==> src/rtl/inst_fetch_queue.sv <==
// Purpose: instruction prefetch queue; issues sequential word fetches and buffers {inst, pc} for decode.
// Latency: 1 cycle from mem_rsp_valid into an empty queue to if_valid; requests are registered.
// Backpressure: if_hold stalls the head; fetch is throttled by a credit cap of DEPTH (buffered + outstanding + pending).
//
// Ports:
//   clk, rst                       clock (rising edge), asynchronous active-low reset
//   mem_req_valid/ready/addr       fetch request channel; a request is held until accepted
//   mem_rsp_valid/data             in-order fetch responses
//   if_valid/if_inst/if_pc         head of queue toward decode (NOP_INST / 0 when empty)
//   if_hold                        decode stall, head is not popped
//   redirect_valid/redirect_pc     flush the queue and restart fetch at redirect_pc
module inst_fetch_queue #(
    parameter int                    INST_WIDTH = 32,
    parameter int                    ADDR_WIDTH = 16,
    parameter int                    DEPTH      = 4,
    parameter logic [ADDR_WIDTH-1:0] RESET_PC   = '0,
    parameter logic [INST_WIDTH-1:0] NOP_INST   = 32'h00000013
) (
    input  logic                  clk,
    input  logic                  rst,
    output logic                  mem_req_valid,
    input  logic                  mem_req_ready,
    output logic [ADDR_WIDTH-1:0] mem_req_addr,
    input  logic                  mem_rsp_valid,
    input  logic [INST_WIDTH-1:0] mem_rsp_data,
    output logic                  if_valid,
    output logic [INST_WIDTH-1:0] if_inst,
    output logic [ADDR_WIDTH-1:0] if_pc,
    input  logic                  if_hold,
    input  logic                  redirect_valid,
    input  logic [ADDR_WIDTH-1:0] redirect_pc
);

    localparam int PTR_W = $clog2(DEPTH);
    localparam int CNT_W = PTR_W + 1;

    typedef enum logic {
        RUN   = 1'b0,
        FLUSH = 1'b1
    } state_t;

    state_t                state_q, state_d;
    logic [ADDR_WIDTH-1:0] fetch_pc_q, fetch_pc_d;
    logic                  req_vld_q, req_vld_d;
    logic [ADDR_WIDTH-1:0] req_addr_q, req_addr_d;
    logic [CNT_W-1:0]      count_q, count_d;
    logic [CNT_W-1:0]      out_q, out_d;
    logic [CNT_W-1:0]      discard_q, discard_d;
    logic [PTR_W-1:0]      wr_ptr_q, rd_ptr_q;
    logic [PTR_W-1:0]      pcq_wr_q, pcq_rd_q;
    logic [CNT_W:0]        credit_sum;
    logic                  issue;

    // Instruction/PC storage and the queue of PCs for requests still in flight.
    logic [INST_WIDTH-1:0] fifo_inst [DEPTH];
    logic [ADDR_WIDTH-1:0] fifo_pc   [DEPTH];
    logic [ADDR_WIDTH-1:0] pcq       [DEPTH];

    logic in_run;
    logic accept;
    logic push;
    logic pop;
    logic pcq_push;

    assign in_run   = (state_q == RUN);
    assign accept   = req_vld_q && mem_req_ready;
    assign if_valid = (count_q != '0) && in_run;
    // Redirect wins over push and pop in the same cycle.
    assign push     = in_run && mem_rsp_valid && !redirect_valid;
    assign pop      = if_valid && !if_hold && !redirect_valid;
    // Requests accepted during FLUSH (or in the redirect cycle) are stale: no PC is recorded.
    assign pcq_push = in_run && accept && !redirect_valid;

    assign mem_req_valid = req_vld_q;
    assign mem_req_addr  = req_addr_q;
    assign if_inst       = if_valid ? fifo_inst[rd_ptr_q] : NOP_INST;
    assign if_pc         = if_valid ? fifo_pc[rd_ptr_q]   : '0;

    always_comb begin
        state_d    = state_q;
        fetch_pc_d = fetch_pc_q;
        count_d    = count_q;
        out_d      = out_q;
        discard_d  = discard_q;
        credit_sum = '0;
        issue      = 1'b0;
        req_vld_d  = req_vld_q;
        req_addr_d = req_addr_q;

        if (in_run) begin
            if (redirect_valid) begin
                fetch_pc_d = redirect_pc;
                count_d    = '0;
                out_d      = '0;
                // Everything still owed by memory becomes stale, including a pending or
                // just-accepted request; a response landing this cycle is dropped here.
                discard_d  = out_q - CNT_W'(mem_rsp_valid) + CNT_W'(req_vld_q);
                state_d    = (discard_d == '0) ? RUN : FLUSH;
            end else begin
                if (accept) begin
                    fetch_pc_d = fetch_pc_q + ADDR_WIDTH'(4);
                end
                count_d = count_q + CNT_W'(push) - CNT_W'(pop);
                out_d   = out_q + CNT_W'(accept) - CNT_W'(mem_rsp_valid);
            end
        end else begin
            // FLUSH: the pending request, if any, is already counted in discard, so its
            // acceptance neither bumps outstanding nor advances fetch_pc.
            if (redirect_valid) begin
                fetch_pc_d = redirect_pc;
            end
            discard_d = discard_q - CNT_W'(mem_rsp_valid);
            if (discard_d == '0) begin
                state_d = RUN;
            end
        end

        // Credit check on post-update occupancy so a new request can follow an acceptance
        // back-to-back without ever exceeding DEPTH slots.
        credit_sum = {1'b0, count_d} + {1'b0, out_d};
        issue = in_run && !redirect_valid && (!req_vld_q || mem_req_ready) &&
                (credit_sum < (CNT_W+1)'(DEPTH));

        if (issue) begin
            req_vld_d  = 1'b1;
            req_addr_d = fetch_pc_d;
        end else if (accept) begin
            req_vld_d  = 1'b0;
        end
    end

    always_ff @(posedge clk or negedge rst) begin
        if (!rst) begin
            state_q    <= RUN;
            fetch_pc_q <= RESET_PC;
            req_vld_q  <= 1'b0;
            req_addr_q <= RESET_PC;
            count_q    <= '0;
            out_q      <= '0;
            discard_q  <= '0;
            wr_ptr_q   <= '0;
            rd_ptr_q   <= '0;
            pcq_wr_q   <= '0;
            pcq_rd_q   <= '0;
        end else begin
            state_q    <= state_d;
            fetch_pc_q <= fetch_pc_d;
            req_vld_q  <= req_vld_d;
            req_addr_q <= req_addr_d;
            count_q    <= count_d;
            out_q      <= out_d;
            discard_q  <= discard_d;
            if (in_run && redirect_valid) begin
                wr_ptr_q <= '0;
                rd_ptr_q <= '0;
                pcq_wr_q <= '0;
                pcq_rd_q <= '0;
            end else begin
                wr_ptr_q <= wr_ptr_q + PTR_W'(push);
                rd_ptr_q <= rd_ptr_q + PTR_W'(pop);
                pcq_wr_q <= pcq_wr_q + PTR_W'(pcq_push);
                pcq_rd_q <= pcq_rd_q + PTR_W'(push);
            end
        end
    end

    // Storage needs no reset: nothing is visible until count/pointers say so.
    always_ff @(posedge clk) begin
        if (push) begin
            fifo_inst[wr_ptr_q] <= mem_rsp_data;
            fifo_pc[wr_ptr_q]   <= pcq[pcq_rd_q];
        end
        if (pcq_push) begin
            pcq[pcq_wr_q] <= req_addr_q;
        end
    end

    a_no_push_full: assert property (@(posedge clk) disable iff (!rst)
        !(push && count_q == CNT_W'(DEPTH)));
    a_rsp_has_owner: assert property (@(posedge clk) disable iff (!rst)
        !(in_run && mem_rsp_valid && out_q == '0));

endmodule

==> config.mk <==
export PLATFORM = sky130hd
export DESIGN_NAME = inst_fetch_queue
export DESIGN_NICKNAME = d
export VERILOG_FILES = /design/src/rtl/inst_fetch_queue.sv
export SDC_FILE = /design/constraint.sdc
export NUM_CORES = 1
export LEC_CHECK = 0
export CAP_MARGIN = 20
export CORE_ASPECT_RATIO = 1.2
export CORE_MARGIN = 8
export CORE_UTILIZATION = 40
export CTS_BUF_LIST = sky130_fd_sc_hd__clkbuf_4 sky130_fd_sc_hd__clkbuf_8
export DETAILED_ROUTE_END_ITERATION = 8
export HOLD_SLACK_MARGIN = 0.05
export SYNTH_ARGS = -nofsm -noshare
export SYNTH_HDL_FRONTEND = slang
export SYNTH_SLANG_ARGS = --single-unit
==> constraint.sdc <==
create_clock -name clk -period 11.7 [get_ports clk]
set_clock_uncertainty 0.2 [all_clocks]
set_input_delay 1.17 -clock clk [delete_from_list [all_inputs] [get_ports clk]]
set_output_delay 1.17 -clock clk [all_outputs]
set_load 0.005 [all_outputs]
; ---- Word-level counts from Yosys, hierarchy flattened
; Memory sizes are Yosys's and may differ from the RTL's.
; Index checks and enable logic that the tools add are counted.
[op_classes]
addsub = 13
multipliers = 0
div_mod_pow = 0
magnitude_cmp = 1
n_eq_ne = 0
shift = 0
muxes = 26
bitwise = 1
n_reduce_logical = 21
[op_table]
columns = op, n
row1 = 16-bit two-way mux, 5
row2 = 32-bit two-way mux, 1
row3 = 3-bit two-way mux, 6
row4 = 16-bit by 3-bit adder with 16-bit output (second input constant), 1
row5 = 1-bit logical AND, 12
row6 = 3-bit by 1-bit subtractor with 3-bit output, 4
row7 = 1-bit two-way mux, 10
row8 = 3-bit by 1-bit adder with 3-bit output, 3
row9 = 2-bit by 1-bit adder with 2-bit output, 4
row10 = 2-bit two-way mux, 4
row11 = 3-bit logical NOT, 2
row12 = 3-bit by 3-bit adder with 4-bit output, 1
row13 = 4-bit by 3-bit less-than comparator with 1-bit output (second input constant), 1
row14 = 2-bit nonzero test, 2
row15 = 1-bit logical NOT, 3
row16 = 3-bit nonzero test, 1
row17 = 1-bit logical OR, 1
row18 = 1-bit NOT, 1
[totals]
regBits = 51
latchBits = 0
ram_bits = 256
romBits = 0
inputBits = 54
wordCells = 76
mem_count = 3
[memory_table]
columns = name, words, word_bits, rd, rd_clocked_by_memory_dff, wr, line_no
row1 = fifo_inst, 4, 32, 1, 0, 1, 55  ; logic [INST_WIDTH-1:0] fifo_inst [DEPTH];
row2 = fifo_pc, 4, 16, 1, 0, 1, 56  ; logic [ADDR_WIDTH-1:0] fifo_pc [DEPTH];
row3 = pcq, 4, 16, 1, 0, 1, 57  ; logic [ADDR_WIDTH-1:0] pcq [DEPTH];

; ---- Logic depth before layout (Yosys ltp)
[logic_depth]
depth_word = 11
depth_mapped = 19
depth_no_buf = 15

; ---- Least setup slack after synthesis
; No wires, ideal clock.
[synth_path]
kind = input to register
startpoint = in redirect_valid
endpoint = mem fifo_inst[1][0] (enable)
arrival_time_ns = 5.124
required_ns = 10.977
path_slack_ns = 5.854
cell_stages = 4
path_buffers = 1
cell_sequence = buf_6 nor2_1 nand2_1 nor3b_1
[synth_via]
elab_chain_cells = 4
[synth_lines]
columns = item, line_no
row1 = start: declaration, 30  ; input logic redirect_valid,
row2 = 1-bit logical NOT, 69  ; assign push = in_run && mem_rsp_valid && !redirect_valid;
row3 = 1-bit logical AND, 69
row4 = 1-bit two-way mux, 169  ; if (push) begin
row5 = 1-bit two-way mux (implied by the code), 170  ; fifo_inst[wr_ptr_q] <= mem_rsp_data;
row6 = end: declaration, 55
; Every way passes these cells.

; ---- Worst setup path in the final report
[layout_path]
startpoint = in redirect_valid
endpoint = reg req_addr_q[10], in the netlist mem_req_addr[10]
[layout_via]
elab_chain_cells = 9
[layout_lines]
columns = item, line_no
row1 = 1-bit logical NOT, "69, 70"
row2 = 1-bit logical AND, 69
row3 = 3-bit by 1-bit adder with 3-bit output, 103  ; count_d = count_q + CNT_W'(push) - CNT_W'(pop);
row4 = 3-bit by 1-bit subtractor with 3-bit output, 103
row5 = 3-bit two-way mux *, 91  ; if (redirect_valid) begin
row6 = 3-bit two-way mux *, 90  ; if (in_run) begin
row7 = net count_d[2], 46  ; logic [CNT_W-1:0] count_q, count_d;
row8 = 3-bit by 3-bit adder with 4-bit output *, 120  ; credit_sum = {1'b0, count_d} + {1'b0, out_d};
row9 = 4-bit by 3-bit less-than comparator with 1-bit output *, 122  ; (credit_sum < (CNT_W+1)'(DEPTH));
row10 = 1-bit logical AND *, 121  ; issue = in_run && !redirect_valid && (!req_vld_q || mem_req_ready) &&
row11 = end signal: assignment, 149  ; req_addr_q <= req_addr_d;
row12 = end: declaration, 45  ; logic [ADDR_WIDTH-1:0] req_addr_q, req_addr_d;
; The timed path passes the listed nets; every way through them passes the cells marked *.
; A chain may end at the register's enable or synchronous reset.

==> out/results.tsv <==
metric	value	unit
detail_route.vias_per_cell	5.13	
worstPathRequired	11.94	ns
ctsLongestPathBuffers	3	
post-route-min-period	5.41	ns
tns	0	ns
arrival	5.65	ns
grt_ovf	0	
clkLatencyLatePin	0.55	ns
dieHeight	208	um
yosys_warnings	0	
run_status	complete, no violations	
cpPeakStageDelay	0.58	ns
setup.reg_to_reg.worst_slack	6.99	ns
cts.repair.resized	0	
crit_path_end	mem_req_addr[10]	
syn_to_final_growth	21.2	%
cts-hold-fix-buffers	0	
slew_viol_final	0	
slew_headroom	0.379	
drc_violation_total_after_the_first_tritonroute_iteration	310	
drt_first_pass_iters	4	
timing.reg2reg.worst_path_depth	16	
highest_clock_rate	185	MHz
postLayoutCellArea	14900	um^2
grt_pass1_wl	37900	um
drc_errors	0	
grt_setup_unrepaired	false	
worst_hold_class	reg -> reg	
cap_viol_max_count	0	
synth_largest_type_area_fraction	0.627	
critical_path_peak_fanout	35	
place.detailed.instances	1125	
synth-main-ff-cell	sky130_fd_sc_hd__edfxtp_1	
port_buffers	119	
overall_die_area	36600	um^2
wl	23900	um
yosys-top-cells-area	sky130_fd_sc_hd__edfxtp_1, sky130_fd_sc_hd__mux4_2, sky130_fd_sc_hd__dfrtp_1	
placedInstanceArea	13900	um^2
final.period_utilization	0.462	
initial_antenna_violation_count	0	
std_cell_rows	70	
synth.net_count	698	
r2r_end	mem_req_addr[10]	
cell_type_with_the_highest_aggregate_area_in_the_netlist	sky130_fd_sc_hd__edfxtp_1	
async_reset_ff_frac	0.166	
filler_cell_count	2563	
rr_startpoint	state_q	
hold_viol_final	0	
fin_cells	1215	
path_cells	clkdlybuf4s50_1 -> buf_4 -> or2_2 -> nor4_1 -> o21bai_1 -> ha_1 -> inv_1 -> fa_1 -> xnor2_1 -> nor3_1 -> a21oi_1 -> o21ai_0 -> ha_1 -> nor3_1 -> nand3_1 -> or2_1 -> mux2_4	
cts_tree	yes	
post-synth-top-count-cell	sky130_fd_sc_hd__edfxtp_1	
cp-end-kind	register	
post-cts-setup-buffers	0	
multi_input_area	3140	um^2
syn-mean-instance-area	19.6	um^2
detailed_place_hpwl	14600	um
power.ir.vdd_worst	0.000101	V
path_class	in -> reg	
htreeDepth	2	
initial_core_util	0.405	
overall_fraction_of_global_route_tracks_in_use	0.132	
synth_seq_area_share	0.731	
layout.nets	852	
worstMarginPinSlew	0.930	ns
chipWidth	176	um
p_leak	5.04	nW
synthesis.area	12300	um^2
number_of_standard_cells_after_synthesis	627	
clock_tree.root_cell	sky130_fd_sc_hd__clkbuf_8	
count_of_cell_types_in_the_netlist	45	
clk_transition_reported_paths	0.06	ns
core-area	30300	um^2
route.vias.total	6231	
startpoint	redirect_valid	
synth_register_bits	307	
worst_setup_path_start_kind	input pin	
ys_top_cells_by_count	sky130_fd_sc_hd__edfxtp_1, sky130_fd_sc_hd__mux4_2, sky130_fd_sc_hd__dfrtp_1, sky130_fd_sc_hd__and2_1, sky130_fd_sc_hd__mux2i_1	
synth-edff-count	256	
post_drt_wl_per_cell	19.7	um
regArea	8970	um^2
ant_nets	0	
boundaryPins	120	
power.density	203	nW/um^2
num_antenna_cells	0	
grt_max_degree	52	
tritoncts.num_buffers	48	
setup_viol	0	
crit_path_top_delay_cell	sky130_fd_sc_hd__or2_1	
first_global_vias	6982	
cts_num_sinks	307	
post_route_cells_drive_above_1_share	0.227	
gp_routability_congestion	0.748	
-- cell type report --
cell class	instances	area share
Clock inverter	20	0.00648
Multi-Input combinational cell	281	0.211
Sequential cell	307	0.603
Clock buffer	68	0.0550
Tap cell	396	0.0333
Inverter	11	0.00278
Timing Repair Buffer	132	0.0882
-- metal layers --
layer / global-route usage / wire [um]
met4: 0.0407 / 395
met5: 0 / 0
met2: 0.229 / 12100
met3: 0.0346 / 1360
met1: 0.157 / 10100
-- state kept, by name, summed over array words and instances, names as in the netlist --
signal	flops
count_q	3
fetch_pc_q	16
mem_req_valid	1
mem_req_addr	16
fifo_pc	64
state_q	1
pcq_wr_q	2
wr_ptr_q	2
out_q	3
rd_ptr_q	2
discard_q	3
fifo_inst	128
pcq_rd_q	2
pcq	64
-- worst min-delay path by stage --
stage,cells after the start,startpoint,slack [ns],endpoint
final,1,fetch_pc_q[1],0.29,fetch_pc_q[1]
after global routing,1,fetch_pc_q[1],0.32,fetch_pc_q[1]
after CTS,1,fetch_pc_q[1],0.30,fetch_pc_q[1]
after detailed placement,1,fetch_pc_q[1],0.28,fetch_pc_q[1]
after global placement,1,fetch_pc_q[1],0.28,fetch_pc_q[1]
after floorplan,1,fetch_pc_q[12],0.27,fetch_pc_q[12]
-- kinds of logic (layout without fill, tap and decap cells) --
logic type	Yosys count	after routing	share of synthesized area
buf+inv	39	231	0.0164
xor+xnor	10	10	0.00714
mux	101	101	0.152
flops	307	307	0.731
simple gates	127	127	0.0616
compound gates	26	26	0.0136
fa+ha+maj	17	17	0.0192
-- cells in the final DEF, fill, tap and decap left out, drive strengths merged, types with 3 or more instances in the layout --
master and count:
clkbuf 68, nand2b 3, and2 49, xnor2 9, dfrtp 51, mux2 17
and3 5, nand4 3, a21oi 5, nor3 10, mux2i 20, or3 3
clkinv 18, inv 13, mux4 64, nand3 7, clkdlybuf4s50 118, o21ai 10
nor2b 4, buf 14, edfxtp 256, nor4 5, nand2 16, fa 3
nor3b 3, nor2 13, ha 14
-- critical path, delay by kind of cell --
| kind | cells | cell delay, ns |
|---|---|---|
| adder cells (fa/ha/maj) | 3 | 0.81 |
| multiplexers | 1 | 0.43 |
| AO/OA/AOI/OAI | 3 | 0.47 |
| AND/OR/NAND/NOR | 6 | 1.89 |
| buffers and inverters | 3 | 0.70 |
| XOR/XNOR | 1 | 0.15 |
-- where the power goes --
| part | switching, mW | total, mW | internal (mW) |
|---|---|---|---|
| Sequential | 0.118 | 1.47 | 1.35 |
| Combinational | 0.305 | 0.707 | 0.403 |
| Clock | 0.391 | 0.844 | 0.452 |
| Total | 0.813 | 3.02 | 2.21 |
-- per-stage QoR --
| stage | util | hold slack (ns) | setup WS [ns] | total power, mW |
|---|---|---|---|---|
| 3_5_place_dp | 0.459 | 0.284 | 5.67 | 2.21 |
| 5_1_grt | 0.491 | 0.316 | 5.96 | 3.19 |
| 3_3_place_gp | 0.459 | 0.278 | 5.91 | 2.18 |
| 4_1_cts | 0.489 | 0.299 | 6.29 | 3.07 |
| 6_report | 0.491 | 0.294 | 6.29 | 3.02 |
| 2_1_floorplan | - | 0.268 | 5.85 | 1.88 |
No activity file was read; power rests on OpenSTA's default activity.
